===== config.mk =====
export PLATFORM = sky130hd
export DESIGN_NAME = fpmul_operand_fifo_flat
export DESIGN_NICKNAME = d
export VERILOG_FILES = /design/src/rtl/fpmul_pkg.sv /design/src/rtl/fpmul_operand_fifo_if.sv /design/src/rtl/fpmul_pair_ram.sv /design/src/rtl/fpmul_operand_fifo.sv /design/src/flat_wrapper.sv
export SDC_FILE = /design/constraint.sdc
export NUM_CORES = 1
export LEC_CHECK = 0
export BUFFER_PORTS_ARGS = -buffer_cell sky130_fd_sc_hd__buf_4
export CORE_MARGIN = 8
export CORE_UTILIZATION = 30
export CTS_BUF_LIST = sky130_fd_sc_hd__clkbuf_2 sky130_fd_sc_hd__clkbuf_4 sky130_fd_sc_hd__clkbuf_8
export DETAILED_ROUTE_END_ITERATION = 16
export SLEW_MARGIN = 10
export SYNTH_ARGS = -nofsm -noshare
export SYNTH_HDL_FRONTEND = slang
export SYNTH_SLANG_ARGS = --single-unit

===== constraint.sdc =====
create_clock -name clk -period 28.2 [get_ports clk]
set_input_delay 5.64 -clock clk [delete_from_list [all_inputs] [get_ports clk]]
set_output_delay 5.64 -clock clk [all_outputs]
set_load 0.02 [all_outputs]

===== src/rtl/fpmul_pkg.sv =====
// Shared types and constants for the fpmul operand path: raw IEEE-754 single
// words and the A/B pair that travels through the operand FIFO.
package fpmul_pkg;
  localparam int FP_W = 32;

  typedef logic [FP_W-1:0] fp32_t;

  typedef struct packed {
    fp32_t a;
    fp32_t b;
  } fp_pair_t;

  localparam fp32_t FP_ONE = 32'h3F80_0000;
  localparam fp32_t FP_TWO = 32'h4000_0000;
endpackage


===== src/rtl/fpmul_operand_fifo_if.sv =====
// One valid/ready stream carrying an operand pair (a, b).
// A beat transfers on a rising edge where valid && ready; while valid is high
// and ready is low, the master holds valid, a and b unchanged.
interface fpmul_operand_fifo_if import fpmul_pkg::*; #(
  parameter int FP_W = fpmul_pkg::FP_W
);
  logic            valid;
  logic            ready;
  logic [FP_W-1:0] a;
  logic [FP_W-1:0] b;

  modport master (output valid, a, b, input ready);
  modport slave  (input valid, a, b, output ready);
endinterface


===== src/rtl/fpmul_pair_ram.sv =====
// Operand-pair storage: one synchronous write port, one asynchronous read port.
// Contents are never cleared; validity is tracked by the FIFO pointers.
module fpmul_pair_ram import fpmul_pkg::*; #(
  parameter int DEPTH = 8,
  localparam int AW = $clog2(DEPTH)
) (
  input  logic     clk,
  input  logic     we,
  input  logic [AW-1:0] waddr,
  input  fp_pair_t wdata,
  input  logic [AW-1:0] raddr,
  output fp_pair_t rdata
);
  fp_pair_t mem [DEPTH];

  always_ff @(posedge clk) begin
    if (we) begin
      mem[waddr] <= wdata;
    end
  end

  assign rdata = mem[raddr];
endmodule


===== src/rtl/fpmul_operand_fifo.sv =====
// First-word-fall-through FIFO of operand pairs feeding the fpmul wrapper,
// with occupancy and accepted-pair counters.
module fpmul_operand_fifo #(
  parameter int DEPTH = 8,
  parameter int FP_W  = fpmul_pkg::FP_W,
  parameter int CNT_W = 16
) (
  input  logic                   clk,
  input  logic                   rst,
  fpmul_operand_fifo_if.slave    s,
  fpmul_operand_fifo_if.master   m,
  output logic [$clog2(DEPTH):0] count,
  output logic [CNT_W-1:0]       accepted,
  output logic                   full,
  output logic                   empty
);
  import fpmul_pkg::*;

  localparam int AW = $clog2(DEPTH);
  localparam logic [AW:0]      PTR_ONE = 1;
  localparam logic [CNT_W-1:0] ACC_ONE = 1;

  if (DEPTH < 2 || (DEPTH & (DEPTH - 1)) != 0) begin : g_bad_depth
    $error("fpmul_operand_fifo: DEPTH must be a power of two >= 2");
  end
  if (FP_W != $bits(fp32_t)) begin : g_bad_fp_w
    $error("fpmul_operand_fifo: FP_W must match fp32_t");
  end

  // Pointers carry one extra wrap bit so full and empty are distinguishable.
  logic [AW:0] wr_ptr;
  logic [AW:0] rd_ptr;
  logic        push;
  logic        pop;
  fp_pair_t    wr_pair;
  fp_pair_t    rd_pair;

  assign full  = (wr_ptr[AW] != rd_ptr[AW]) && (wr_ptr[AW-1:0] == rd_ptr[AW-1:0]);
  assign empty = (wr_ptr == rd_ptr);

  // Ready/valid come from registered pointers only, never from the peer's signals.
  assign s.ready = !full;
  assign m.valid = !empty;

  assign push = s.valid && !full;
  assign pop  = m.ready && !empty;

  assign wr_pair = '{a: s.a, b: s.b};
  assign m.a     = rd_pair.a;
  assign m.b     = rd_pair.b;

  fpmul_pair_ram #(.DEPTH(DEPTH)) u_ram (
    .clk   (clk),
    .we    (push),
    .waddr (wr_ptr[AW-1:0]),
    .wdata (wr_pair),
    .raddr (rd_ptr[AW-1:0]),
    .rdata (rd_pair)
  );

  always_ff @(posedge clk) begin
    if (rst) begin
      wr_ptr   <= '0;
      rd_ptr   <= '0;
      count    <= '0;
      accepted <= '0;
    end else begin
      if (push) begin
        wr_ptr   <= wr_ptr + PTR_ONE;
        accepted <= accepted + ACC_ONE;
      end
      if (pop) begin
        rd_ptr <= rd_ptr + PTR_ONE;
      end
      case ({push, pop})
        2'b10:   count <= count + PTR_ONE;
        2'b01:   count <= count - PTR_ONE;
        default: count <= count;
      endcase
    end
  end
endmodule

===== src/flat_wrapper.sv =====
// flat-port wrapper written by rule: the top's interface ports become plain ports
module fpmul_operand_fifo_flat import fpmul_pkg::*;
#(
  parameter int DEPTH = 8,
  parameter int FP_W  = fpmul_pkg::FP_W,
  parameter int CNT_W = 16
)
  (clk, rst, count, accepted, full, empty, s_valid, s_a, s_b, s_ready, m_valid, m_a, m_b, m_ready);
  fpmul_operand_fifo_if #(.FP_W(FP_W)) s_i ();
  fpmul_operand_fifo_if #(.FP_W(FP_W)) m_i ();
  input  logic clk;
  input  logic rst;
  output logic [$clog2(DEPTH):0] count;
  output logic [CNT_W-1:0] accepted;
  output logic full;
  output logic empty;
  input wire logic [$bits(s_i.valid)-1:0] s_valid;
  input wire logic [$bits(s_i.a)-1:0] s_a;
  input wire logic [$bits(s_i.b)-1:0] s_b;
  output wire logic [$bits(s_i.ready)-1:0] s_ready;
  output wire logic [$bits(m_i.valid)-1:0] m_valid;
  output wire logic [$bits(m_i.a)-1:0] m_a;
  output wire logic [$bits(m_i.b)-1:0] m_b;
  input wire logic [$bits(m_i.ready)-1:0] m_ready;
  assign s_i.valid = s_valid;
  assign s_i.a = s_a;
  assign s_i.b = s_b;
  assign s_ready = s_i.ready;
  assign m_valid = m_i.valid;
  assign m_a = m_i.a;
  assign m_b = m_i.b;
  assign m_i.ready = m_ready;
  fpmul_operand_fifo #(.DEPTH(DEPTH), .FP_W(FP_W), .CNT_W(CNT_W)) u_core (.clk(clk), .rst(rst), .s(s_i), .m(m_i), .count(count), .accepted(accepted), .full(full), .empty(empty));
endmodule

Word level (Yosys, flattened, before mapping)
Memory sizes are Yosys's and may differ from the RTL's. A register that Yosys moved wholly into a read port is not among the register bits.
Cells that the tools add are included.
Widths: inputs -> output; s select.
Operators by class
  add/sub/neg operators: 5
  eq/ne operators: 5
  multiplexer cells: 5
  reduce and logical (&&, ||, !) cells: 6
Operators by type and width (number)
  $add 16x1->16 const B: 1
  $add 4x1->4 const B: 3
  $pmux 4 s2: 1
  $mux 3: 2
  $eq 4x4->1: 1
  $sub 4x1->4 const B: 1
  $eq 3x3->1: 1
  $logic_and 1x1->1: 3
  $eq 2x1->1 const B: 1
  $eq 2x2->1 const B: 1
  $logic_not 1->1: 2
  $mux 1: 2
  $reduce_bool 2->1: 1
  $ne 1x1->1: 1
Storage, ports and cells
  flip-flop bits (word level): 28
  RAM bits: 512
  word-level logic and storage cells: 26
  memories kept: 1
Memories
  u_core.u_ram.mem: depth 8, width 64, rd ports 1, clocked after memory_dff 1, write ports 1, line fpmul_pair_ram.sv:14  | fp_pair_t mem [DEPTH];

Depth between registers and ports, before layout
  depth after elaboration: 6
  depth in mapped cells: 12
  gate-level depth less buffers: 10

By module
From an unflattened synthesis, not the netlist that was laid out.
Second synthesis, totals
  cell total of the unflattened synthesis: 919
  area, all modules: 20726.1 um^2
By module, submodules not included
  fpmul_pair_ram: instances 1, cells each 752, area each 19266.0 um^2, seq. area each 15374.7 um^2
  fpmul_operand_fifo: instances 1, cells each 167, area each 1460.2 um^2, seq. area each 560.5 um^2

Least setup slack after synthesis
OpenSTA, ideal clock, no wires.
  kind: input to register
  start point: in s_valid
  end point: mem u_core.u_ram.mem[0][0] (netlist name) (enable)
  setup time: 0.644 ns
  data arrival time: 12.057 ns
  path slack: 15.499 ns
  stages on the path: 4
  buffers on the path: 2
  cell sequence: o41ai_4 > buf_6 > buf_6 > nor4_1
Between the ends
  word-level cells in the longest chain between the ends: 3
RTL lines
  start, declared: line flat_wrapper.sv:17  | input wire logic [$bits(s_i.valid)-1:0] s_valid;
  $logic_and 1x1->1: line fpmul_operand_fifo.sv:45  | assign push = s.valid && !full;
  $mux 1: line fpmul_pair_ram.sv:17  | if (we) begin
  $mux 1 (not written as such): line fpmul_pair_ram.sv:18  | mem[waddr] <= wdata;
  end, declared: line fpmul_pair_ram.sv:14
No other way between the ends.

==> reports/results.tsv <==
stage	metric	value	unit
grt	track_usage	0.114	
clock_tree	clk-insertion-delay-late	0.65	ns
yosys	synth_edf_count	512	
worst_setup_path	crit_type	register to primary output	
grt	grt_pass1_vias	10911	
worst_setup_path	crit_slowest_cell	dfxtp_4	
yosys	yosys-top-cells-area	edfxtp_1, mux4_2, mux2_2	
yosys	synth_common_cells	edfxtp_1, mux4_2, mux2_2, dfxtp_1, clkbuf_1	
yosys	syn-num-nets	998	
die	die_w	279	um
worst_setup_path	cp_top_family	buffers and inverters	
worst_setup_path	cp-start-kind	register	
clock_tree	path_clk_slew	0.06	ns
placement	port-buffer-count	155	
clock_tree	cts_setup_buffers	0	
worst_setup_path	max_stage_delay	0.90	ns
sta	rsz0062_at_grt	false	
placement	dp_hpwl	24300	um
detailed_routing	vias_per_cell	4.55	
detailed_routing	first_pass_iters	4	
sta	maxSlewHeadroom	0.303	
grt	antenna_found_initial	3	
yosys	ys.flop_type	edfxtp_1	
grt	grt_overflow	0	
grt	grt_max_degree	49	
final_layout	fin_nets	1220	
yosys	synth_most_common_cell	edfxtp_1	
die	rows	96	
die	core	68600	um^2
sta	clock_skew	0.0165	ns
clock_tree	postCtsHoldBufs	0	
yosys	synthesis.area	20800	um^2
yosys	netlist_instances	923	
worst_setup_path	critPathRequiredTime	22.56	ns
die	start_util	0.303	
power	p_leak	0.00789	uW
power	irDropWorstVdd	0.0333	mV
detailed_routing	ant_nets	0	
power	finalPower	1870	uW
yosys	ys_ff_latch	543	
yosys	synth.avg_cell_area	22.5	um^2
sta	fin_crit	10.08	ns
clock_tree	htreeDepth	3	
yosys	async_flop_share	0	
sta	setup_viol	0	
sta	worst_slew_pin_slew	1.03	ns
worst_setup_path	r2r_end	u_core.u_ram.mem[6][23]$_DFFE_PP_	
worst_setup_path	crit_buf_inv	3	
clock_tree	cts-root-buf	clkbuf_8	
sta	finalHoldViolCount	0	
yosys	ys_types	38	
sta	timing.fmax	0.0992	GHz
clock_tree	cts-resized-gates	0	
job	cap_violations	0	
yosys	synth-seq-area-share	0.770	
final_layout	area_delta_synth_final	19.6	%
detailed_routing	route.detailed.drc	0	
outcome	status	finished, final reports clean	
worst_setup_path	cpMostUsedCell	buf_4	
yosys	synth_top_cell_area_share	0.741	
worst_setup_path	path_cells	buf_4 -> buf_4 -> mux4_2 -> mux2_2 -> buf_4	
placement	place_congestion	0.698	
clock_tree	cts_tree	built	
yosys	synth_area_leader_cell	edfxtp_1	
clock_tree	clockBufferDepth	3	
grt	grt_pass1_wl	67000	um
sta	maxSlewViolCount	0	
detailed_routing	totalWireLength	45300	um
detailed_routing	drt_iter0_drc	592	
worst_setup_path	ff2ff_path_depth	7	
worst_setup_path	worst-path-stages	5	
clock_tree	cts.sink_count	543	
final_layout	drive_above_1_share	0.432	
detailed_routing	wire_per_inst	21.1	um
yosys	yosys_warnings	0	
final_layout	seq_area	16000	um^2
sta	fin_crit_sh	0.358	
worst_setup_path	worst-path-max-fanout	48	
clock_tree	cts_made_buffers	90	
die	num_io_pins	156	
power	p_per_area	75.3	nW/um^2
die	dieHeight	279	um
worst_setup_path	worstReg2RegStart	u_core.wr_ptr[2]$_SDFFE_PP0P_	
sta	tns	0	ns
final_layout	multi_input_comb_area	4570	um^2
detailed_routing	route.vias.total	9802	
worst_setup_path	cp-endpoint	m_a[16]	
worst_setup_path	arrival	4.44	ns
worst_setup_path	crit_path_end_kind	primary output	
final_layout	fillers	6355	
die	dieArea	77900	um^2
final_layout	final_core_util	0.362	
worst_setup_path	ff2ff_setup_slack	24.53	ns
hold_path	holdCritPathClass	register to register	
-- power breakdown --
| group | internal, uW | switching [uW] |
|---|---|---|
| clock network | 360 | 307 |
| registers | 905 | 20.8 |
| logic | 141 | 136 |
| total | 1410 | 464 |
-- placed cells by master (no fill, tap or decap), types with 3 or more instances in the layout --
cell type,n
inv_1,8
clkbuf_4,28
xor2_1,6
clkinv_1,28
nor2_1,14
dfxtp_4,3
mux2_2,65
o21ai_0,8
mux4_2,128
ha_1,6
or4_1,7
a21oi_1,20
and4_1,4
or3_1,10
nor2_4,3
buf_4,174
nand3_1,9
nand4_1,3
nor3_2,4
clkinvlp_4,5
clkbuf_8,92
o31ai_1,7
clkinv_2,9
dfxtp_1,28
nand2_1,8
mux2i_1,3
xor2_2,3
edfxtp_1,512
-- through the flow --
stage / instance area, um^2 / hold slack (ns) / instances / setup slack, ns
floorplan: 20800 / 0.494 / 923 / 15.50
global placement: 23100 / 0.471 / 1984 / 18.59
detailed placement: 23100 / 0.478 / 1984 / 18.56
CTS: 24800 / 0.492 / 2150 / 17.80
global route: 24800 / 0.511 / 2150 / 17.60
finish: 24800 / 0.494 / 2152 / 18.12
-- kinds of logic (layout without fill, tap and decap cells) --
logic type	Yosys count	count (layout)	synth area share
adder cells (fa/ha/maj)	7	7	0.00458
AO/OA/AOI/OAI	42	42	0.0135
multiplexers	196	196	0.176
XOR/XNOR	11	11	0.00573
AND/OR/NAND/NOR	71	71	0.0185
other	0	2	0
flip-flops	543	543	0.770
buffers and inverters	53	349	0.0118
-- state kept, by name, summed over array words and instances, names as in the netlist, named ones only --
signal            flops
u_core.rd_ptr         4
u_core.u_ram.mem    512
u_core.wr_ptr         4
u_core.count          4
u_core.accepted      16
-- worst reg2reg max path, cell delays in order (launching register included) --
cell      delay (ns)
dfxtp_1         0.60
xor2_2          0.35
nor2_1          0.12
nand3_1         0.16
inv_2           0.10
nand3b_1        0.35
nor2_4          0.73
buf_4           0.84
-- worst min path at each step --
| stage | startpoint | to | slack [ns] | cells after the start |
|---|---|---|---|---|
| after CTS | u_core.count[3]$_SDFFE_PP0P_ | u_core.count[3]$_SDFFE_PP0P_ | 0.49 | 2 |
| after floorplan | u_core.wr_ptr[3]$_SDFFE_PP0P_ | u_core.wr_ptr[3]$_SDFFE_PP0P_ | 0.49 | 2 |
| final | u_core.count[3]$_SDFFE_PP0P_ | u_core.count[3]$_SDFFE_PP0P_ | 0.49 | 2 |
| after detailed placement | u_core.count[3]$_SDFFE_PP0P_ | u_core.count[3]$_SDFFE_PP0P_ | 0.48 | 2 |
| after global placement | u_core.accepted[15]$_SDFFE_PP0P_ | u_core.accepted[15]$_SDFFE_PP0P_ | 0.47 | 2 |
| after global routing | u_core.count[3]$_SDFFE_PP0P_ | u_core.count[3]$_SDFFE_PP0P_ | 0.51 | 2 |
-- area by class of cell --
type	instances	share of cell area
Clock inverter	46	0.0109
Multi-Input combinational cell	327	0.184
Timing Repair Buffer	174	0.0526
Clock buffer	120	0.0594
Tap cell	931	0.0469
Inverter	9	0.00136
Sequential cell	543	0.645
Antenna cell	2	0.000202
-- per-layer routing --
layer,track usage,share of wire,vias to the layer above
met2,0.185,0.47,257
met3,0.0333,0.062,80
met5,0,0.00029,-
li1,-,-,4336
met4,0.0414,0.021,2
met1,0.146,0.44,5127
No activity file was read; power rests on OpenSTA's default activity.
